[src/rtl/prog_loader_if.sv]
// prog_loader_if -- byte-stream input and program-memory write port of the
// program loader.
//
// Signals:
//   in_valid   host -> loader   in_data holds a byte
//   in_data    host -> loader   stream byte
//   in_ready   loader -> host   loader accepts a byte this cycle
//   mem_we     loader -> memory write strobe
//   mem_addr   loader -> memory write address (ADDR_WIDTH)
//   mem_wdata  loader -> memory write data (INSTR_WIDTH)
//
// Modports: slave = the loader, master = the host/bench side.
interface prog_loader_if #(
  parameter int ADDR_WIDTH  = 8,
  parameter int INSTR_WIDTH = 11
);
  logic                   in_valid;
  logic [7:0]             in_data;
  logic                   in_ready;
  logic                   mem_we;
  logic [ADDR_WIDTH-1:0]  mem_addr;
  logic [INSTR_WIDTH-1:0] mem_wdata;

  modport slave (
    input  in_valid, in_data,
    output in_ready, mem_we, mem_addr, mem_wdata
  );

  modport master (
    output in_valid, in_data,
    input  in_ready, mem_we, mem_addr, mem_wdata
  );
endinterface

[src/rtl/prog_loader.sv]
// prog_loader -- downloads a program frame from a byte stream into the
// instruction memory and releases the core once the frame is complete.
//
// Frame: HEADER, COUNT (0 = 256 words), COUNT x {LO, HI}, optional CSUM.
//
// Ports:
//   clk        single clock, all state updates on posedge
//   reset      synchronous, active-high
//   bus        prog_loader_if.slave: byte stream in, memory write port out
//   cpu_run    1 = core may fetch/execute, 0 = core held
//   load_done  one-cycle pulse on successful frame completion
//   error      frame rejected; held until next header or reset
//
// Build option: define PROG_LOADER_CHECKSUM_EN to require a trailing
// checksum byte (COUNT + all LO/HI bytes + CSUM == 0 mod 256).
module prog_loader #(
  parameter int         ADDR_WIDTH  = 8,
  parameter int         INSTR_WIDTH = 11,
  parameter logic [7:0] HEADER      = 8'hA5
) (
  input  logic              clk,
  input  logic              reset,
  prog_loader_if.slave      bus,
  output logic              cpu_run,
  output logic              load_done,
  output logic              error
);

  // Number of instruction bits carried in the HI byte.
  localparam int HI_BITS = INSTR_WIDTH - 8;

  typedef enum logic [2:0] {
    S_IDLE, S_COUNT, S_LO, S_HI, S_WRITE, S_CSUM, S_DONE, S_ERR
  } state_t;

  state_t                 state_r, state_n;
  logic [ADDR_WIDTH-1:0]  cnt_r, cnt_n;       // word counter, doubles as mem_addr
  logic [ADDR_WIDTH-1:0]  num_r, num_n;       // frame word count (0 = full memory)
  logic [7:0]             lo_r, lo_n;
  logic                   mem_we_r, mem_we_n;
  logic [INSTR_WIDTH-1:0] wdata_r, wdata_n;
  logic                   cpu_run_r, cpu_run_n;
  logic                   load_done_r, load_done_n;
  logic                   error_r, error_n;
  logic [ADDR_WIDTH-1:0]  cnt_inc;
  logic                   take;
`ifdef PROG_LOADER_CHECKSUM_EN
  logic [7:0]             sum_r, sum_n;
`endif

  // The only non-accepting state is WRITE, so the host sees one bubble per word.
  assign bus.in_ready  = ~reset & (state_r != S_WRITE);
  assign take          = bus.in_valid & bus.in_ready;
  assign cnt_inc       = cnt_r + {{(ADDR_WIDTH-1){1'b0}}, 1'b1};

  assign bus.mem_we    = mem_we_r;
  assign bus.mem_addr  = cnt_r;
  assign bus.mem_wdata = wdata_r;
  assign cpu_run       = cpu_run_r;
  assign load_done     = load_done_r;
  assign error         = error_r;

  // State and output registers; reset cancels any write in flight.
  always_ff @(posedge clk) begin
    if (reset) begin
      state_r     <= S_IDLE;
      cnt_r       <= '0;
      num_r       <= '0;
      lo_r        <= 8'h00;
      mem_we_r    <= 1'b0;
      wdata_r     <= '0;
      cpu_run_r   <= 1'b0;
      load_done_r <= 1'b0;
      error_r     <= 1'b0;
`ifdef PROG_LOADER_CHECKSUM_EN
      sum_r       <= 8'h00;
`endif
    end else begin
      state_r     <= state_n;
      cnt_r       <= cnt_n;
      num_r       <= num_n;
      lo_r        <= lo_n;
      mem_we_r    <= mem_we_n;
      wdata_r     <= wdata_n;
      cpu_run_r   <= cpu_run_n;
      load_done_r <= load_done_n;
      error_r     <= error_n;
`ifdef PROG_LOADER_CHECKSUM_EN
      sum_r       <= sum_n;
`endif
    end
  end

  // Next-state and next-output logic; outputs are computed one cycle ahead
  // so that every output comes straight from a register.
  always_comb begin
    state_n     = state_r;
    cnt_n       = cnt_r;
    num_n       = num_r;
    lo_n        = lo_r;
    mem_we_n    = 1'b0;
    wdata_n     = wdata_r;
    cpu_run_n   = cpu_run_r;
    load_done_n = 1'b0;
    error_n     = error_r;
`ifdef PROG_LOADER_CHECKSUM_EN
    sum_n       = sum_r;
`endif

    case (state_r)
      S_IDLE, S_DONE, S_ERR: begin
        // Non-header bytes are discarded; a header always starts a new load.
        if (take && (bus.in_data == HEADER)) begin
          state_n   = S_COUNT;
          cpu_run_n = 1'b0;
          error_n   = 1'b0;
        end else begin
          state_n   = state_r;
        end
      end

      S_COUNT: begin
        if (take) begin
          num_n   = ADDR_WIDTH'(bus.in_data);
          cnt_n   = '0;
          state_n = S_LO;
`ifdef PROG_LOADER_CHECKSUM_EN
          sum_n   = bus.in_data;
`endif
        end else begin
          state_n = S_COUNT;
        end
      end

      S_LO: begin
        if (take) begin
          lo_n    = bus.in_data;
          state_n = S_HI;
`ifdef PROG_LOADER_CHECKSUM_EN
          sum_n   = sum_r + bus.in_data;
`endif
        end else begin
          state_n = S_LO;
        end
      end

      S_HI: begin
        if (take) begin
          if (bus.in_data[7:HI_BITS] != '0) begin
            state_n   = S_ERR;
            error_n   = 1'b1;
            cpu_run_n = 1'b0;
          end else begin
            state_n   = S_WRITE;
            mem_we_n  = 1'b1;
            wdata_n   = {bus.in_data[HI_BITS-1:0], lo_r};
          end
`ifdef PROG_LOADER_CHECKSUM_EN
          sum_n = sum_r + bus.in_data;
`endif
        end else begin
          state_n = S_HI;
        end
      end

      S_WRITE: begin
        // Counter wraps naturally, so COUNT=0 ends after the 256th word.
        cnt_n = cnt_inc;
        if (cnt_inc == num_r) begin
`ifdef PROG_LOADER_CHECKSUM_EN
          state_n     = S_CSUM;
`else
          state_n     = S_DONE;
          cpu_run_n   = 1'b1;
          load_done_n = 1'b1;
`endif
        end else begin
          state_n = S_LO;
        end
      end

      S_CSUM: begin
`ifdef PROG_LOADER_CHECKSUM_EN
        if (take) begin
          if ((sum_r + bus.in_data) == 8'h00) begin
            state_n     = S_DONE;
            cpu_run_n   = 1'b1;
            load_done_n = 1'b1;
          end else begin
            state_n = S_ERR;
            error_n = 1'b1;
          end
        end else begin
          state_n = S_CSUM;
        end
`else
        state_n = S_IDLE;
`endif
      end

      default: begin
        state_n = S_IDLE;
      end
    endcase
  end

endmodule
[src/flat_wrapper.sv]
// flat-port wrapper written by rule: the top's interface ports become plain ports
module prog_loader_flat 
#(
  parameter int         ADDR_WIDTH  = 8,
  parameter int         INSTR_WIDTH = 11,
  parameter logic [7:0] HEADER      = 8'hA5
)
  (clk, reset, cpu_run, load_done, error, bus_in_valid, bus_in_data, bus_in_ready, bus_mem_we, bus_mem_addr, bus_mem_wdata);
  prog_loader_if #(.ADDR_WIDTH(ADDR_WIDTH), .INSTR_WIDTH(INSTR_WIDTH)) bus_i ();
  input  logic clk;
  input  logic reset;
  output logic cpu_run;
  output logic load_done;
  output logic error;
  input wire logic [$bits(bus_i.in_valid)-1:0] bus_in_valid;
  input wire logic [$bits(bus_i.in_data)-1:0] bus_in_data;
  output wire logic [$bits(bus_i.in_ready)-1:0] bus_in_ready;
  output wire logic [$bits(bus_i.mem_we)-1:0] bus_mem_we;
  output wire logic [$bits(bus_i.mem_addr)-1:0] bus_mem_addr;
  output wire logic [$bits(bus_i.mem_wdata)-1:0] bus_mem_wdata;
  assign bus_i.in_valid = bus_in_valid;
  assign bus_i.in_data = bus_in_data;
  assign bus_in_ready = bus_i.in_ready;
  assign bus_mem_we = bus_i.mem_we;
  assign bus_mem_addr = bus_i.mem_addr;
  assign bus_mem_wdata = bus_i.mem_wdata;
  prog_loader #(.ADDR_WIDTH(ADDR_WIDTH), .INSTR_WIDTH(INSTR_WIDTH), .HEADER(HEADER)) u_core (.clk(clk), .reset(reset), .bus(bus_i), .cpu_run(cpu_run), .load_done(load_done), .error(error));
endmodule
[config.mk]
export PLATFORM = sky130hd
export DESIGN_NAME = prog_loader_flat
export DESIGN_NICKNAME = d
export VERILOG_FILES = /design/src/rtl/prog_loader_if.sv /design/src/rtl/prog_loader.sv /design/src/flat_wrapper.sv
export SDC_FILE = /design/constraint.sdc
export NUM_CORES = 1
export LEC_CHECK = 0
export CAP_MARGIN = 10
export CORE_AREA = 2 2 84 86
export CTS_CLUSTER_SIZE = 16
export DETAILED_ROUTE_END_ITERATION = 7
export DIE_AREA = 0 0 86 88
export PLACE_DENSITY = 0.59
export SLEW_MARGIN = 20
export SYNTH_ARGS = -nofsm -noshare
export SYNTH_HDL_FRONTEND = slang
export SYNTH_SLANG_ARGS = --single-unit
[constraint.sdc]
create_clock -name clk -period 3.41 [get_ports clk]
set_input_delay 0.682 -clock clk [delete_from_list [all_inputs] [get_ports clk]]
set_output_delay 0.682 -clock clk [all_outputs]
set_load 0.01 [all_outputs]
### Word-level counts from Yosys, hierarchy flattened

Index checks and enable logic that the tools add are counted.

* input bits: 11
* bits in registers: 42
* word-level logic and storage cells: 66

* reductions and logical operators: 15
* bitwise gates (word level): 7
* add/sub/neg operators: 1
* multiplexer cells: 19
* equality and inequality tests: 15

Operator list (number)
* $pmux 3 s6: 1
* $pmux 8 s2: 1
* $eq 3x3->1 const B: 4
* $ne 2x1->1 const B: 5
* $mux 1: 9
* $mux 3: 3
* $add 8x1->8 const B: 1
* $eq 8x8->1: 1
* $eq 8x8->1 const B: 1
* $mux 8: 1
* $eq 3x2->1 const B: 2
* $reduce_and 2->1: 3
* $reduce_or 3->1: 2
* $not 1->1: 5
* $reduce_and 5->1: 1
* $reduce_bool 5->1: 1
* $mux 2: 2
* $reduce_and 4->1: 1
* $reduce_bool 2->1: 2
* $eq 3x1->1 const B: 1
* $logic_not 3->1: 1
* $ne 3x3->1 const B: 1
* $pmux 1 s3: 1
* $reduce_and 3->1: 1
* 5 further kinds: 6

### Longest topological paths before layout

* word-level depth: 6
* mapped depth: 7
* depth with buffers taken out: 6

### Least setup slack after synthesis

OpenSTA, ideal clock, no wires.

* path type: input-to-output
* start: input reset
* end: output bus_in_ready
* data arrival time: 1.578 ns
* path slack: 1.150 ns
* stages: 4
* path buffers: 3
* cells stage by stage: clkbuf_1 > clkbuf_1 > clkbuf_1 > nor2_1

* longest elaborated chain between the ends: 2

RTL lines
* start, declared: RTL line flat_wrapper.sv:11 `input logic reset;`
* $not 1->1: RTL line prog_loader.sv:52 `assign bus.in_ready = ~reset & (state_r != S_WRITE);`
* $and 1x1->1: RTL line prog_loader.sv:52
* end, declared: RTL line flat_wrapper.sv:17 `output wire logic [$bits(bus_i.in_ready)-1:0] bus_in_ready;`

No other way between the ends.

### Worst setup path after layout

* start: register u_core.state_r[2]
* end: output bus_in_ready

* longest elaborated chain between the ends: 2

RTL lines
* start, declared: RTL line prog_loader.sv:36 `state_t state_r, state_n;`
* start signal, assigned: RTL line prog_loader.sv:79 `state_r <= state_n;`
* $ne 3x3->1: RTL line prog_loader.sv:52
* $and 1x1->1: RTL line prog_loader.sv:52

No other way between the ends.

==> metrics.yaml <==
status: "completed"
syn_area_per_cell_sq_um: 8.34
rsz0062_at_grt: "no"
p_comb_share_pct: 4.3
drive_above_1_share_pct: 6.84
worst_slew_pin_slew_ns: 0.957
synth_edf_count: 0
criticalPathCategory: "flip-flop to primary output"
vdd_drop_max_v: 0.000146
layout.nets: 275
wl_met1_mm: 2.34
io_pins: 35
power_switching_mw: 0.191
tns_ns: 0
crit_path_max_fanout: 12
cts_buffer_depth: 2
wl_met3_um: 201
maxCapViolCount: 0
cts_tree: "done"
routed_wl_mm: 4.79
hold_path_class: "flip-flop to flip-flop"
path_cells: "nor3b_1 > nor2_1 > clkdlybuf4s50_1"
drc: 0
grt_max_degree: 39
ys_seq_elements: 42
setup_violations: 0
max_freq_mhz: 334
antenna_found_initial: 0
post_cts_buffers: 0
async_flop_share_pct: 0
wl_per_cell_um: 14.0
synthCells: 233
rows: 30
grt_usage_pct: 12.6
grt_pass1_vias: 1535
crit_path_top_delay_cell: "nor3b_1"
die_area_sq_um: 7570
yosysWarnings: 0
drt_iter0_markers: 123
synth_cell_types: 45
ant_nets: 0
syn_area_sq_um: 1940
routed-wl-met2_mm: 2.19
final.min_clock_period_ns: 3.00
synth.largest_area_cell: "dfxtp_1"
stdcell_count: 343
clk_root_buffer_cell: "clkbuf_8"
dp.final_hpwl_mm: 3.36
synth-main-ff-cell: "dfxtp_1"
stdcell_area_sq_um: 2430
skew_ns: 0.00902
required_ns: 2.73
diodes: 0
reg2reg_setup_slack_ns: 1.24
cts.repair.resized: 0
grt-ovfl-total: 0
cts_sinks: 42
min_period_over_period_pct: 87.8
finalWeightedCongestion: 0.791
crit_arrival_ns: 2.31
leakage_nw: 0.892
areaGrowthSynthToFinish_pct: 25.0
internal_power_mw: 0.643
hold_buffers: 0
synth_top_area_share_pct: 43.2
cts.clk_slew.worst_paths_ns: 0.08
slew_violations: 0
dp.cells: 336
yosys-top-cells-area: "dfxtp_1 43%, a21oi_1 8.2%, mux2i_1 5.7%"
top_layer: "met4"
cp-end-kind: "primary output"
h-tree-depth: 2
swShare_pct: 22.9
p_clk_share_pct: 36.9
syn_nets: 245
timing_hold_violations_final: 0
die_width_um: 86
relSlewSlack_pct: 36.0
grt_pass1_wl_mm: 7.56
vias: 1725
coreArea_sq_um: 6640
final_util_pct: 36.6
place_area_sq_um: 2350
power_density_nw_per_um2: 343
die_h_um: 88
drtPass1Iterations: 4
seq_area_frac_synth_pct: 43.2
pwr-share-seq_pct: 58.8
io_buffers: 34
clkLatencyLatePin_ns: 0.30
start_kind: "flip-flop"
cpPeakStageDelay_ns: 0.83
viasPerCell: 5.03
cts_made_buffers: 5
start_util_pct: 29.3
Yosys cell counts (2+ instances only):
| cell type | n |
|---|---|
| a21oi_1 | 32 |
| and2_1 | 3 |
| and3_1 | 3 |
| buf_2 | 5 |
| clkbuf_1 | 10 |
| dfxtp_1 | 42 |
| inv_1 | 2 |
| mux2i_1 | 11 |
| nand2_1 | 26 |
| nand2b_1 | 2 |
| nand3_1 | 11 |
| nand3b_1 | 3 |
| nand4_1 | 2 |
| nor2_1 | 22 |
| nor3b_1 | 2 |
| o21ai_0 | 15 |
| o22ai_1 | 2 |
| or3_1 | 4 |
| xnor2_1 | 8 |
| xor2_1 | 3 |
critical path: cells and delay by family (launching register included):
family / cells / cell delay, ns
DFF: 1 / 0.56
and+or+nand+nor: 2 / 0.94
buffers and inverters: 1 / 0.53
power groups by stage:
| stage | logic (mW) | clock network (mW) | registers, mW |
|---|---|---|---|
| floorplan | 0.0130 | 0 | 0.502 |
| detailed placement | 0.0361 | 0 | 0.502 |
| finish | 0.0358 | 0.308 | 0.490 |
| global route | 0.0389 | 0.330 | 0.490 |
| CTS | 0.0363 | 0.319 | 0.490 |
| global placement | 0.0362 | 0 | 0.502 |
flip-flops by register name (all words and copies together), names as in the netlist:
name,flops
u_core.error,1
u_core.load_done,1
u_core.state_r,3
u_core.num_r,8
u_core.bus.mem_we,1
u_core.lo_r,8
u_core.bus.mem_wdata,11
u_core.cpu_run,1
u_core.bus.mem_addr,8
layer usage:
metal	global-route usage (%)	up-vias
li1	-	879
met1	18.0	805
met2	18.5	36
met3	2.64	5
met4	4.91	0
met5	0	-
through the flow:
stage | worst slack (ns) | power, mW | hold slack (ns)
2_1_floorplan | 1.15 | 0.515 | 0.440
6_report | 0.415 | 0.834 | 0.456
5_1_grt | 0.236 | 0.859 | 0.477
3_3_place_gp | 0.716 | 0.538 | 0.448
3_5_place_dp | 0.709 | 0.538 | 0.449
4_1_cts | 0.393 | 0.845 | 0.461
final cells by class:
type | instances | area [sq um]
well taps | 80 | 100
flip-flops and latches | 42 | 841
repair buffers | 38 | 370
multi-input cells | 174 | 1030
inverters | 2 | 7.51
fillers | 690 | 4210
clock inverters | 2 | 10.0
clock buffers | 5 | 68.8
path summary, 6_finish.rpt:
check                               start                      end  depth (start not counted)
setup / recovery        u_core.state_r[2]             bus_in_ready                          3
hold / removal    u_core.bus.mem_wdata[6]  u_core.bus.mem_wdata[6]                          2
setup reg to reg        u_core.state_r[0]        u_core.state_r[0]                          4
hold reg to reg   u_core.bus.mem_wdata[6]  u_core.bus.mem_wdata[6]                          2
cell families (layout without fill, tap and decap cells):
group                    after synthesis  count (layout)  synth area share [%]
buffers and inverters                 17              47                  3.60
multiplexers                          12              12                  6.24
AO/OA/AOI/OAI                         61              61                  18.1
XOR/XNOR                              11              11                  4.96
adder cells (fa/ha/maj)                1               1                 0.643
AND/OR/NAND/NOR                       89              89                  23.2
flip-flops                            42              42                  43.2
cell usage in the layout (no fill, tap or decap), types with 4 or more instances in the layout:
cell type        instances
dfxtp_1                 42
clkbuf_8                 5
nand2_1                 26
o21ai_0                 15
a21oi_1                 32
or3_1                    4
xnor2_1                  8
nor2_1                  22
clkdlybuf4s50_1         34
mux2i_1                 11
nand3_1                 11
buf_4                    4
Power figures use the tool's default switching activity.
